<file path="config.mk">
export PLATFORM = sky130hd
export DESIGN_NAME = vov_packer
export DESIGN_NICKNAME = d
export VERILOG_FILES = /design/src/rtl/vov_packer.sv
export SDC_FILE = /design/constraint.sdc
export NUM_CORES = 1
export LEC_CHECK = 0
export ABC_AREA = 0
export CAP_MARGIN = 30
export CORE_UTILIZATION = 56
export DETAILED_ROUTE_END_ITERATION = 16
export PLACE_DENSITY_LB_ADDON = 0.25
export SETUP_SLACK_MARGIN = 0.3
export SLEW_MARGIN = 20
export SYNTH_ARGS = -nofsm -noshare
export SYNTH_HDL_FRONTEND = slang
export SYNTH_SLANG_ARGS = --single-unit
</file>
<file path="constraint.sdc">
create_clock -name clk -period 2.4 [get_ports clk]
set_input_delay 0.48 -clock clk [delete_from_list [all_inputs] [get_ports clk]]
set_output_delay 0.48 -clock clk [all_outputs]
set_load 0.005 [all_outputs]
</file>
<file path="src/rtl/vov_packer.sv">
// Packs M consecutive K-bit vov words into one K*M-bit word and buffers it in a small FIFO.
// Optional out_parity port and parity storage are enabled with VOV_PACKER_PARITY_EN.
module vov_packer #(
    parameter int K     = 4,
    parameter int M     = 4,
    parameter int DEPTH = 2
) (
    input  logic             clk,
    input  logic             rst_n,
    input  logic [K-1:0]     vov_in,
    input  logic             vov_valid,
    input  logic             flush,
    output logic [K*M-1:0]   out_data,
    output logic             out_valid,
    input  logic             out_ready,
    output logic             overflow,
    input  logic             overflow_clr,
`ifdef VOV_PACKER_PARITY_EN
    output logic             out_parity,
`endif
    output logic [2:0]       word_cnt
);

    localparam int AW = $clog2(DEPTH);

    logic [K*M-1:0] pack_q;
    logic [K*M-1:0] pack_next;
    logic [K*M-1:0] mem [DEPTH];
    logic [AW-1:0]  wr_ptr;
    logic [AW-1:0]  rd_ptr;
    logic [AW:0]    count;
    logic           pack_done;
    logic           full;
    logic           pop;
    logic           push;
    logic           drop;

    // This cycle's word merged into the pack, so a completing pack includes it.
    always_comb begin
        pack_next = pack_q;
        pack_next[word_cnt*K +: K] = vov_in;
    end

    assign pack_done = vov_valid && !flush && (word_cnt == 3'(M-1));
    assign full      = (count == (AW+1)'(DEPTH));
    assign pop       = out_valid && out_ready;
    assign push      = pack_done && (!full || pop);
    assign drop      = pack_done && full && !pop;

    assign out_valid = (count != '0);
    assign out_data  = mem[rd_ptr];

    always_ff @(posedge clk or negedge rst_n) begin
        if (!rst_n) begin
            pack_q   <= '0;
            word_cnt <= '0;
        end else if (flush) begin
            word_cnt <= '0;
        end else if (vov_valid) begin
            pack_q   <= pack_next;
            word_cnt <= pack_done ? 3'd0 : word_cnt + 3'd1;
        end
    end

    always_ff @(posedge clk or negedge rst_n) begin
        if (!rst_n) begin
            for (int unsigned i = 0; i < DEPTH; i++) mem[i] <= '0;
            wr_ptr <= '0;
            rd_ptr <= '0;
            count  <= '0;
        end else begin
            if (push) begin
                mem[wr_ptr] <= pack_next;
                wr_ptr      <= wr_ptr + 1'b1;
            end
            if (pop) rd_ptr <= rd_ptr + 1'b1;
            case ({push, pop})
                2'b10:   count <= count + 1'b1;
                2'b01:   count <= count - 1'b1;
                default: count <= count;
            endcase
        end
    end

    // Set dominates clear when a drop coincides with overflow_clr.
    always_ff @(posedge clk or negedge rst_n) begin
        if (!rst_n)            overflow <= 1'b0;
        else if (drop)         overflow <= 1'b1;
        else if (overflow_clr) overflow <= 1'b0;
    end

`ifdef VOV_PACKER_PARITY_EN
    logic par_mem [DEPTH];

    always_ff @(posedge clk or negedge rst_n) begin
        if (!rst_n) begin
            for (int unsigned i = 0; i < DEPTH; i++) par_mem[i] <= 1'b0;
        end else if (push) begin
            par_mem[wr_ptr] <= ^pack_next;
        end
    end

    assign out_parity = par_mem[rd_ptr];
`endif

endmodule

</file>
==> impl_metrics.py <==
metrics = {
    "status": {
        "status": "complete, no violations",
    },
    "min_path": {
        "holdCritPathClass": "in2async",
    },
    "logic_synthesis": {
        "ys_ff_latch": 56,
        "ys.flop_type": "dfrtp_1",
        "synth_cell_type_count": 34,
        "synth-compound-area-share_pct": 11.4,
        "muxShareOfSynthArea_pct": 19.7,
        "async_flop_share_pct": 100,
        "synth_top_family_by_area": "multiplexers",
        "synth_xor_area_share_pct": 1.60,
        "synth-seq-area-share_pct": 51.0,
        "synth-edff-count": 0,
        "synth_top_area_share_pct": 51.0,
        "yosys.area_share.simple_pct": 11.3,
        "syn-mean-instance-area_um2": 12.3,
        "yosys_warnings": 0,
        "synthCells": 224,
        "synth_fa_ha_area_share_pct": 1.82,
        "synth_area_leaders": "dfrtp_1, mux2_2, a31oi_1",
        "synth_nets": 238,
        "yosysTopAreaCell": "dfrtp_1",
        "synth_area_um2": 2750,
    },
    "drt": {
        "drt_first_pass_iters": 4,
        "route.vias.total": 1922,
        "drtIter0Drc": 136,
        "totalWireLength_mm": 5.47,
        "drc": 0,
        "ant_nets": 0,
        "viasPerCell": 5.79,
        "post_drt_wl_per_cell_um": 16.5,
    },
    "clocking": {
        "htreeDepth": 2,
        "clock-sinks": 56,
        "cts.path.max_buffers": 2,
        "cts_tree": "done",
        "cts-root-buf": "clkbuf_8",
        "clock_insertion_delay_worst_skew_ps": 320,
        "cts-buffers-inserted": 5,
        "hold_buffers": 0,
        "clkTransAtPathRegs_ps": 100,
    },
    "placed_design": {
        "dp_cells": 324,
        "placed_area_um2": 3170,
        "gp_congestion": 0.818,
        "dp_hpwl_mm": 3.91,
        "port_buffers": 30,
    },
    "power_and_ir_drop": {
        "ir_drop_mv": 0.458,
        "power_mw": 2.56,
        "power.density_nw_per_um2": 770,
        "power_leakage_nw": 1.45,
    },
    "global_routing": {
        "grt_usage_pct": 23.4,
        "grt_first_pass_wirelength_mm": 9.37,
        "grt_max_degree": 22,
        "grt_antenna_before_repair": 0,
        "grt_pass1_vias": 1914,
        "grt.overflow.total": 0,
    },
    "run": {
        "cap_violations": 0,
    },
    "setup_path": {
        "critPathSlowestCell": "clkdlybuf4s50_1",
        "cp.required_ps": 1920,
        "reg2regPathDepth": 6,
        "cp.arrival_ps": 1680,
        "worstSetupStartpointType": "flop",
        "crit_type": "reg2out",
        "cp_cell_sequence": "buf_12 > mux2_2 > clkdlybuf4s50_1",
        "path_max_fanout": 17,
        "setup.worst_path.start": "rd_ptr",
        "crit_path_max_incr_delay_ps": 460,
        "critPathCaptureType": "primary output",
        "r2r-start": "word_cnt[0]",
    },
    "sta": {
        "fin_tns_setup_ps": 0,
        "drv_slew": 0,
        "skew_ps": 9.83,
        "tightest_slew_ps": 535,
        "setup_violations": 0,
        "period_share_pct": 90.1,
        "rsz0062_at_grt": "true",
        "hold_violations": 0,
        "maxSlewHeadroom_pct": 64.2,
        "fmax_mhz": 462,
        "fin_crit_ps": 2160,
    },
    "finish": {
        "multi_input_area_um2": 1270,
        "syn_to_final_growth_pct": 21.1,
        "final_common_cell": "dfrtp_1",
        "final_cell_mix": "dfrtp_1, mux2_2, a31oi_1, clkdlybuf4s50_1, buf_4",
        "drive_gt1_share_pct": 29.8,
        "regArea_um2": 1400,
        "fin_nets": 278,
        "fill_cells": 326,
        "design_area_um2": 3320,
        "instances_no_fill": 332,
        "diodes": 0,
    },
    "die": {
        "die_h_um": 72.0,
        "fp.dieW_um": 72.0,
        "die-area_um2": 5190,
        "ios": 31,
        "initial_utilization_pct": 58.1,
        "num_rows": 25,
        "core_um2": 4720,
    },
}
-- cell families after synthesis --
group           Yosys count
flops                    56
compound gates           52
mux                      48
simple gates             42
buf+inv                  17
xor+xnor                  5
fa+ha+maj                 4
-- where the power goes --
| group | switching (mW) | internal (mW) | total, mW |
|---|---|---|---|
| clock network | 0.302 | 0.368 | 0.671 |
| registers | 0.102 | 1.08 | 1.18 |
| logic | 0.331 | 0.382 | 0.713 |
-- critical path, delay by kind of cell (launching register included) --
kind	cells	cell delay, ps
DFF	1	390
buffers and inverters	2	630
muxes	1	350
-- worst paths after layout --
kind / to / slack [ps]
setup / recovery: out_data[11] / 240
hold / removal: mem[26] / 50
setup reg to reg: mem[29] / 390
hold reg to reg: mem[13] / 500
max in group asynchronous: mem[22] / 1750
min in group clk: mem[13] / 500
-- state kept, by name, indices dropped and copies added, names as in the netlist --
name / cells
overflow: 1
wr_ptr: 1
count: 2
mem: 32
word_cnt: 3
rd_ptr: 1
pack_q: 16
-- metal layers --
layer,up-vias,track usage (%),part of all wire [%]
met3,8,3.19,3.7
li1,923,-,-
met4,0,9.37,1.5
met1,939,31.6,46
met2,52,38.7,49
met5,-,0,0
-- cell usage after synthesis (3+ instances only) --
library cell	count
xnor2_1	3
a31oi_1	40
inv_1	4
nand2b_1	3
buf_2	6
nand3_1	10
nor2_1	10
clkbuf_1	3
mux2_1	4
o21ai_0	8
ha_1	4
mux2_2	44
dfrtp_1	56
-- what timing repair did --
| item | in CTS | in global routing |
|---|---|---|
| setup endpoints to repair | 19 | 50 |
| gates resized for setup | 5 | 9 |
| pin swaps | 0 | 1 |
| buffers inserted | 0 | 0 |
-- cell type report --
cell class	instances	share of cell area, %
multi-input cells	151	38.3
clock inverters	1	0.903
flip-flops and latches	56	42.2
inverters	5	0.565
well taps	67	2.52
clock buffers	7	2.90
repair buffers	45	12.6
-- metrics by stage --
step	util (%)	worst slack (ps)	hold WS, ps
6_report	70.4	237	49.1
5_1_grt	70.4	195	77.8
4_1_cts	70.0	231	66.7
3_5_place_dp	67.1	128	403
3_3_place_gp	67.1	181	402
2_1_floorplan	-	313	184
(Power assumes the default switching activity.)
